**config.mk**
```make
export PLATFORM = sky130hd
export DESIGN_NAME = dma_l2_scheduler
export DESIGN_NICKNAME = d
export VERILOG_FILES = /design/src/rtl/dma_l2_scheduler.sv
export SDC_FILE = /design/constraint.sdc
export NUM_CORES = 1
export LEC_CHECK = 0
export ABC_AREA = 1
export CORE_MARGIN = 3
export CORE_UTILIZATION = 42
export CTS_CLUSTER_SIZE = 40
export DETAILED_ROUTE_END_ITERATION = 8
export PLACE_DENSITY = 0.75
export SLEW_MARGIN = 10
export SYNTH_ARGS = -nofsm -noshare
export SYNTH_HDL_FRONTEND = slang
export SYNTH_SLANG_ARGS = --single-unit
```
**constraint.sdc**
```tcl
create_clock -name clk_i -period 2.3 [get_ports clk_i]
set_input_delay 0.46 -clock clk_i [delete_from_list [all_inputs] [get_ports clk_i]]
set_output_delay 0.46 -clock clk_i [all_outputs]
set_load 0.05 [all_outputs]
```
**src/rtl/dma_l2_scheduler.sv**
```systemverilog
// Round-robin scheduler that grants cluster DMA requests to the shared L2 port and tracks per-cluster outstanding credits.
// Optional per-cluster accepted-grant statistics are enabled with the DMA_SCHED_STATS_EN macro.
module dma_l2_scheduler #(
    parameter int NumClusters    = 4,
    parameter int MaxOutstanding = 4,
    // Derived widths; kept as localparams so they cannot be overridden.
    localparam int IdxWidth = (NumClusters > 1) ? $clog2(NumClusters) : 1,
    localparam int CntWidth = (MaxOutstanding > 0) ? $clog2(MaxOutstanding + 1) : 1
) (
    input  logic                   clk_i,
    input  logic                   rst_i,
    input  logic [NumClusters-1:0] req_valid_i,
    output logic [NumClusters-1:0] req_ready_o,
    output logic                   grant_valid_o,
    output logic [IdxWidth-1:0]    grant_idx_o,
    input  logic                   grant_ready_i,
    input  logic                   cpl_valid_i,
    input  logic [IdxWidth-1:0]    cpl_idx_i,
    output logic                   cpl_err_o,
    output logic                   busy_o,
    input  logic [IdxWidth-1:0]    stats_idx_i,
    output logic [31:0]            stats_cnt_o
);

    localparam logic [0:0] IDLE  = 1'b0;
    localparam logic [0:0] GRANT = 1'b1;

    logic [0:0]          r_state;
    logic [IdxWidth-1:0] r_grant_idx;
    logic [IdxWidth-1:0] r_rr_ptr;
    logic [CntWidth-1:0] r_outstanding [NumClusters];
    logic                r_cpl_err;

    logic [NumClusters-1:0] w_eligible;
    logic [NumClusters-1:0] w_dec;
    logic [NumClusters-1:0] w_req_ready;
    logic                   w_cap_allow;
    logic                   w_found;
    logic [IdxWidth-1:0]    w_pick_idx;
    logic                   w_cpl_err;
    logic                   w_any_out;

    always_comb begin
        w_any_out = 1'b0;
        for (int i = 0; i < NumClusters; i++) begin
            w_eligible[i] = req_valid_i[i] && (r_outstanding[i] < CntWidth'(MaxOutstanding));
            w_dec[i]      = cpl_valid_i && (cpl_idx_i == IdxWidth'(i)) && (r_outstanding[i] != '0);
            w_any_out     = w_any_out || (r_outstanding[i] != '0);
        end
    end

    // Scan downward so the smallest offset from the pointer wins.
    always_comb begin
        w_found    = 1'b0;
        w_pick_idx = '0;
        for (int k = NumClusters - 1; k >= 0; k--) begin
            int                  j;
            logic [IdxWidth-1:0] cand;
            j = int'(r_rr_ptr) + k;
            if (j >= NumClusters) j = j - NumClusters;
            cand = IdxWidth'(j);
            if (w_eligible[cand]) begin
                w_found    = 1'b1;
                w_pick_idx = cand;
            end
        end
    end

    assign w_cap_allow = (r_state == IDLE) || grant_ready_i;

    always_comb begin
        for (int i = 0; i < NumClusters; i++) begin
            w_req_ready[i] = !rst_i && w_cap_allow && w_found && (w_pick_idx == IdxWidth'(i));
        end
    end

    // A completion that frees nothing (zero count or unknown cluster) is flagged instead.
    assign w_cpl_err = cpl_valid_i && !(|w_dec);

    always_ff @(posedge clk_i) begin
        if (rst_i) begin
            r_state     <= IDLE;
            r_grant_idx <= '0;
            r_rr_ptr    <= '0;
            r_cpl_err   <= 1'b0;
        end else begin
            r_cpl_err <= w_cpl_err;
            if (w_cap_allow) begin
                if (w_found) begin
                    r_state     <= GRANT;
                    r_grant_idx <= w_pick_idx;
                    r_rr_ptr    <= (w_pick_idx == IdxWidth'(NumClusters - 1)) ? '0 : w_pick_idx + 1'b1;
                end else begin
                    r_state <= IDLE;
                end
            end
        end
    end

    always_ff @(posedge clk_i) begin
        for (int i = 0; i < NumClusters; i++) begin
            if (rst_i) begin
                r_outstanding[i] <= '0;
            end else if (w_req_ready[i] && !w_dec[i]) begin
                r_outstanding[i] <= r_outstanding[i] + 1'b1;
            end else if (!w_req_ready[i] && w_dec[i]) begin
                r_outstanding[i] <= r_outstanding[i] - 1'b1;
            end
        end
    end

`ifdef DMA_SCHED_STATS_EN
    logic [31:0] r_stats [NumClusters];

    always_ff @(posedge clk_i) begin
        for (int i = 0; i < NumClusters; i++) begin
            if (rst_i) begin
                r_stats[i] <= '0;
            end else if ((r_state == GRANT) && grant_ready_i && (r_grant_idx == IdxWidth'(i))) begin
                r_stats[i] <= r_stats[i] + 32'd1;
            end
        end
    end

    always_comb begin
        stats_cnt_o = '0;
        for (int i = 0; i < NumClusters; i++) begin
            if (stats_idx_i == IdxWidth'(i)) stats_cnt_o = r_stats[i];
        end
    end
`else
    logic w_unused_stats_idx;
    assign w_unused_stats_idx = ^stats_idx_i;
    assign stats_cnt_o        = '0;
`endif

    assign req_ready_o   = w_req_ready;
    assign grant_valid_o = (r_state == GRANT);
    assign grant_idx_o   = r_grant_idx;
    assign cpl_err_o     = r_cpl_err;
    assign busy_o        = (r_state == GRANT) || w_any_out;

endmodule

```
==> results.py, run 1 <==
metrics = {
    "routing": {
        "drtPass1Iterations": 4,
        "via_count": 1681,
        "post_drt_wl_per_cell_um": 13.11,
        "drc": 0,
        "ant_nets": 0,
        "drt_iter0_drc": 105,
        "routed_wl_um": 4601,
        "vias_per_cell": 4.789,
    },
    "synthesis": {
        "synthArstFlopShare": 0,
        "yosysMostFrequentCell": "nand2_1",
        "yosys-top-cells-area": "edfxtp_1, buf_4, ha_1",
        "yosys-top-cells-count": "nand2_1, buf_4, inv_1",
        "synth-seq-cells": 18,
        "seq_area_frac_synth": 0.2627,
        "netlist.area_leader.share": 0.1970,
        "synthFlopType": "edfxtp_1",
        "ys_warn_count": 0,
        "yosysTopAreaCell": "edfxtp_1",
        "synth_cell_type_count": 31,
        "syn_area_per_cell_um2": 7.988,
        "netlist_area_um2": 1829,
        "synth_edf_count": 12,
        "synth_cells": 229,
    },
    "worst_hold_path": {
        "hold_path_class": "register to register",
    },
    "timing": {
        "timing.setup.tns_ns": -1.265,
        "setup_viol": 11,
        "rsz0062_at_grt": "yes",
        "finalMaxSlewViolations": 0,
        "slew_headroom": 0.6501,
        "finalHoldViolations": 0,
        "layout_min_cycle_time_ns": 2.493,
        "min_period_over_period": 1.084,
        "hold_slack_ns": 0.5155,
        "clock_skew_ns": 0.004805,
        "setup_ws_ns": -0.1925,
        "tightest_slew_ns": 0.5242,
        "timing.fmax_mhz": 401.2,
    },
    "floorplan": {
        "core_um2": 4086,
        "start_util": 0.4476,
        "die_w_um": 72.00,
        "die-height_um": 72.00,
        "row_count": 23,
        "die-area_um2": 5183,
        "pin_count": 53,
    },
    "cells_and_area": {
        "drive_above_1_share": 0.4585,
        "n_antenna_cell": 0,
        "synthToLayoutAreaGrowth_pct": 46.31,
        "finalInstanceArea_um2": 2676,
        "final_nets": 328,
    },
    "flow_run": {
        "cap_viol_max_count": 0,
    },
    "critical_path": {
        "r2r_slack_ns": -0.11,
        "worstSetupPathType": "register to output port",
        "path_buf_inv": 5,
        "max_stage_delay_ns": 0.40,
        "worst-path-stages": 15,
        "critPathArrivalTime_ns": 2.03,
        "r2r_cells": 17,
        "critPathTopFamily": "simple AND/OR/NAND/NOR gates",
        "crit_chain": "inv_2 > nand3_2 > nand2_4 > nand2_4 > nand2_4 > nand3_4 > nand2_2 > nand2_2 > nand2_4 > buf_6 > inv_8 > ha_4 > nand3_4 > inv_2 > buf_12",
        "cp-end-kind": "output port",
        "required_ns": 1.84,
        "r2r-start": "r_outstanding[0][5]",
        "crit_fanout": 3,
        "cp_common_cell": "nand2_4",
        "critical-path-slowest-cell": "edfxtp_1",
        "reg2reg_to": "r_outstanding[1][5]",
        "startpoint": "r_outstanding[1][2]",
        "crit_end": "req_ready_o[3]",
        "critPathLaunchType": "register",
    },
    "clock_tree": {
        "cts_root_buffer": "clkbuf_8",
        "clk_path_buf_depth": 2,
        "numCtsBuffers": 3,
        "worst_skew_pair.late_latency_ns": 0.26,
        "cts_tree": "built",
        "clk_pin_slew_ns": 0.07,
        "cts_max_level": 1,
        "clock_sinks": 18,
    },
    "pwr": {
        "cellPowerDensity_nw_per_um2": 1371,
        "vdd_drop_max_mv": 0.6538,
        "leakage_nw": 1.329,
    },
    "grt": {
        "grt_pass1_vias": 1595,
        "track_usage": 0.1689,
        "antenna_found_initial": 0,
        "grt_max_degree": 16,
        "grt_overflow_total": 0,
        "grt_first_pass_wirelength_um": 6900,
    },
    "placement": {
        "placed_area_um2": 2271,
        "gp_congestion": 0.8474,
        "pre_cts_ws_ns": -0.5363,
        "hpwl_um": 3092,
        "io_buffers": 18,
    },
    "run_status": {
        "status": "complete, but fails checks",
        "violations": "setup timing",
    },
}
## report_power, final
group	total (mW)	leakage, nW	switching [mW]	internal (mW)
Sequential	0.590	0.177	0.0980	0.492
Clock	0.236	0.0231	0.117	0.119
Combinational	2.84	1.13	1.57	1.27
Total	3.67	1.33	1.79	1.88
## cells in the final DEF (no fill, tap or decap), types with 7 or more instances in the layout
cell,n
nand3_4,7
xor2_1,7
buf_4,44
conb_1,32
inv_1,21
nor2_1,7
clkdlybuf4s50_1,9
edfxtp_1,12
inv_2,13
nand4_1,12
nand3_1,9
nand2_4,11
nand2_1,27
nand3_2,9
nand2_2,14
ha_1,9
buf_6,10
## metal layers
metal	share of wire	routed length, um	track usage	up-vias
met4	0.034	157	0.08768	0
li1	-	-	-	819
met3	0.050	228	0.03463	16
met5	0	0	0	-
met2	0.54	2477	0.3020	60
met1	0.38	1738	0.1881	786
## how the worst min path moves through the flow
stage | from | endpoint | slack [ns] | cells past startpoint
4_1_cts | grant_idx_o[1] | grant_idx_o[1] | 0.51 | 2
6_report | grant_idx_o[1] | grant_idx_o[1] | 0.52 | 2
2_1_floorplan | r_rr_ptr[1] | r_rr_ptr[1] | 0.52 | 2
3_5_place_dp | grant_idx_o[1] | grant_idx_o[1] | 0.50 | 2
5_1_grt | grant_idx_o[1] | grant_idx_o[1] | 0.54 | 2
3_3_place_gp | grant_idx_o[1] | grant_idx_o[1] | 0.50 | 2
## stage by stage
stage               utilization  instances  total power [mW]
global placement         0.5557        332             2.621
global route             0.6549        351             3.913
CTS                      0.6007        342             3.259
detailed placement       0.5557        332             2.669
floorplan                     -        260             1.931
finish                   0.6549        351             3.669
## worst register-to-register path, delay by kind of cell, from the launching register on
kind	cells	cell delay (ns)
simple gates	9	0.77
buf+inv	6	0.70
flops	1	0.42
compound gates	1	0.15
fa+ha+maj	1	0.14
## cell families after synthesis
| logic type | after synthesis | share of synthesized area |
|---|---|---|
| simple gates | 105 | 0.3434 |
| fa+ha+maj | 14 | 0.09987 |
| compound gates | 12 | 0.03693 |
| xor+xnor | 7 | 0.03352 |
| flops | 18 | 0.2627 |
| buf+inv | 72 | 0.2216 |
| other cells | 1 | 0.002050 |
## flip-flops by register name, summed over array words and instances (netlist names)
name / flops
r_rr_ptr: 2
cpl_err_o: 1
grant_valid_o: 1
grant_idx_o: 2
r_outstanding: 12
## what timing repair did
| action | 4_1_cts | 5_1_grt |
|---|---|---|
| pin swaps | 15 | 13 |
| hold buffers | 0 | 0 |
| setup endpoints to repair | 24 | 25 |
| gates resized for setup | 37 | 42 |
| setup buffers | 7 | 10 |
## final cells by class
| cell class | instances | area [um2] |
|---|---|---|
| clock buffer | 3 | 41.29 |
| clock inverter | 1 | 3.754 |
| fill | 337 | 1410 |
| inverter | 38 | 165.2 |
| multi-input combinational | 170 | 1269 |
| sequential | 18 | 485.5 |
| tap | 50 | 62.56 |
| timing repair buffer | 71 | 649.4 |
Note: power is estimated with default switching activity, not from simulation.
==> run 2: changes to the inputs <==
--- a/config.mk
+++ b/config.mk
@@ -11,6 +11,7 @@
 export CTS_CLUSTER_SIZE = 40
 export DETAILED_ROUTE_END_ITERATION = 8
 export PLACE_DENSITY = 0.75
+export RECOVER_POWER = 25
 export SLEW_MARGIN = 10
 export SYNTH_ARGS = -nofsm -noshare
 export SYNTH_HDL_FRONTEND = slang
==> results.py, run 2 (synthesis results as in run 1) <==
metrics = {
    "run_status": {
        "status": "complete, but fails checks",
        "violations": "setup timing",
    },
    "routing": {
        "vias_per_cell": 4.786,
        "drt_iter0_drc": 105,
        "post_drt_wl_per_cell_um": 13.15,
        "drc": 0,
        "ant_nets": 0,
        "routed_wl_um": 4616,
        "drtPass1Iterations": 4,
        "via_count": 1680,
    },
    "timing": {
        "timing.fmax_mhz": 401.4,
        "finalMaxSlewViolations": 0,
        "min_period_over_period": 1.083,
        "layout_min_cycle_time_ns": 2.491,
        "setup_viol": 11,
        "timing.setup.tns_ns": -1.260,
        "clock_skew_ns": 0.004181,
        "setup_ws_ns": -0.1912,
        "tightest_slew_ns": 0.5171,
        "slew_headroom": 0.6549,
        "rsz0062_at_grt": "yes",
        "finalHoldViolations": 0,
    },
    "worst_hold_path": {
        "min_delay_worst_endpoint": "grant_idx_o[1]",
        "hp-start": "grant_idx_o[1]",
        "whs_path_depth": 2,
        "hold_path_class": "register to register",
    },
    "floorplan": {
        "start_util": 0.4476,
        "die-height_um": 72.00,
        "row_count": 23,
        "pin_count": 53,
        "die_w_um": 72.00,
        "core_um2": 4086,
        "die-area_um2": 5183,
    },
    "placement": {
        "io_buffers": 18,
        "placed_area_um2": 2271,
        "hpwl_um": 3092,
        "pre_cts_ws_ns": -0.5363,
        "gp_congestion": 0.8474,
        "placedCellCount": 332,
    },
    "critical_path": {
        "r2r_slack_ns": -0.11,
        "worstSetupPathType": "register to output port",
        "r2r_cells": 17,
        "r2r-start": "r_outstanding[0][5]",
        "max_stage_delay_ns": 0.40,
        "crit_chain": "inv_2 > nand3_2 > nand2_4 > nand2_4 > nand2_4 > nand3_4 > nand2_2 > nand2_2 > nand2_4 > buf_6 > inv_8 > ha_4 > nand3_4 > inv_2 > buf_12",
        "cp_common_cell": "nand2_4",
        "critical-path-slowest-cell": "edfxtp_1",
        "critPathLaunchType": "register",
        "reg2reg_to": "r_outstanding[1][5]",
        "required_ns": 1.84,
        "critPathArrivalTime_ns": 2.03,
        "crit_fanout": 3,
        "cp-end-kind": "output port",
    },
    "pwr": {
        "finalPower_mw": 3.661,
        "intPower_mw": 1.874,
        "clock_power_share": 0.064,
        "vdd_drop_max_mv": 0.6542,
        "cellPowerDensity_nw_per_um2": 1368,
        "leakage_nw": 1.337,
        "p_comb_frac": 0.775,
        "p_sw_frac": 0.4880,
        "p_switching_mw": 1.786,
        "seqPwrFrac": 0.161,
    },
    "cells_and_area": {
        "finalInstanceArea_um2": 2676,
        "largest_register_ffs": 12,
        "synthToLayoutAreaGrowth_pct": 46.31,
        "final_cell_mix": "buf_4, conb_1, nand2_1, inv_1, nand2_2",
        "largest_register": "r_outstanding",
        "final_nets": 328,
        "fin_cells": 351,
        "n_antenna_cell": 0,
        "layout_commonest_cell": "buf_4",
        "drive_above_1_share": 0.4585,
    },
    "grt": {
        "grt_max_degree": 16,
        "grt_overflow_total": 0,
        "track_usage": 0.1689,
        "grt_pass1_vias": 1595,
        "grt_first_pass_wirelength_um": 6900,
        "antenna_found_initial": 0,
    },
    "clock_tree": {
        "clk_pin_slew_ns": 0.07,
        "cts_tree": "built",
        "worst_skew_pair.late_latency_ns": 0.26,
        "clk_path_buf_depth": 2,
        "cts_max_level": 1,
        "numCtsBuffers": 3,
        "cts_root_buffer": "clkbuf_8",
        "clock_sinks": 18,
        "cts_hold_buf": 0,
    },
    "flow_run": {
        "cap_viol_max_count": 0,
    },
}
## run 2: worst max path at each step
stage                              startpoint             endpoint  slack [ns]
after floorplan           r_outstanding[0][5]  r_outstanding[1][2]       0.009
after global placement         req_valid_i[0]  r_outstanding[1][2]       -0.47
after detailed placement       req_valid_i[0]  r_outstanding[1][2]       -0.54
after CTS                 r_outstanding[0][5]       req_ready_o[3]       -0.12
after global routing      r_outstanding[0][5]       req_ready_o[3]       -0.30
final                     r_outstanding[1][2]       req_ready_o[3]       -0.19
## run 2: cell type report
| class | instances | area (um2) |
|---|---|---|
| multi-input combinational | 170 | 1269 |
| inverter | 38 | 165.2 |
| tap | 50 | 62.56 |
| timing repair buffer | 71 | 649.4 |
| sequential | 18 | 485.5 |
| fill | 337 | 1410 |
| clock inverter | 1 | 3.754 |
| clock buffer | 3 | 41.29 |
## run 2: critical path: cells and delay by family (launching register included)
family / cells / cell delay, ns
fa+ha+maj: 1 / 0.16
flops: 1 / 0.40
simple gates: 9 / 0.73
buf+inv: 5 / 0.47
## run 2: what timing repair did
action / 4_1_cts / 5_1_grt
gates resized for setup: 37 / 42
endpoints found under the setup margin: 24 / 25
setup buffers: 7 / 10
pin swaps: 15 / 13
## run 2: power groups by stage
| stage | Clock, mW | Combinational [mW] | Sequential, mW |
|---|---|---|---|
| floorplan | 0 | 1.30 | 0.626 |
| CTS | 0.234 | 2.45 | 0.574 |
| detailed placement | 0 | 2.11 | 0.560 |
| finish | 0.234 | 2.84 | 0.589 |
| global route | 0.251 | 3.05 | 0.604 |
| global placement | 0 | 2.07 | 0.553 |
## run 2: layer usage
metal / wire length [um] / track usage
met5: 0 / 0
met2: 2487 / 0.3020
met1: 1730 / 0.1881
met3: 232 / 0.03463
met4: 165 / 0.08768
## run 2: stage by stage
step | hold WS, ns | util
final | 0.5100 | 0.6549
after detailed placement | 0.4983 | 0.5557
after global placement | 0.4962 | 0.5557
after CTS | 0.5150 | 0.6007
after global routing | 0.5324 | 0.6549
after floorplan | 0.5165 | -
==> run 3: changes to the inputs <==
--- a/config.mk
+++ b/config.mk
@@ -12,7 +12,7 @@
 export DETAILED_ROUTE_END_ITERATION = 8
 export PLACE_DENSITY = 0.75
 export RECOVER_POWER = 25
-export SLEW_MARGIN = 10
+export SLEW_MARGIN = 5
 export SYNTH_ARGS = -nofsm -noshare
 export SYNTH_HDL_FRONTEND = slang
 export SYNTH_SLANG_ARGS = --single-unit
==> results of run 3 <==
Final layout, timing and power as in run 2 (identical DEF).
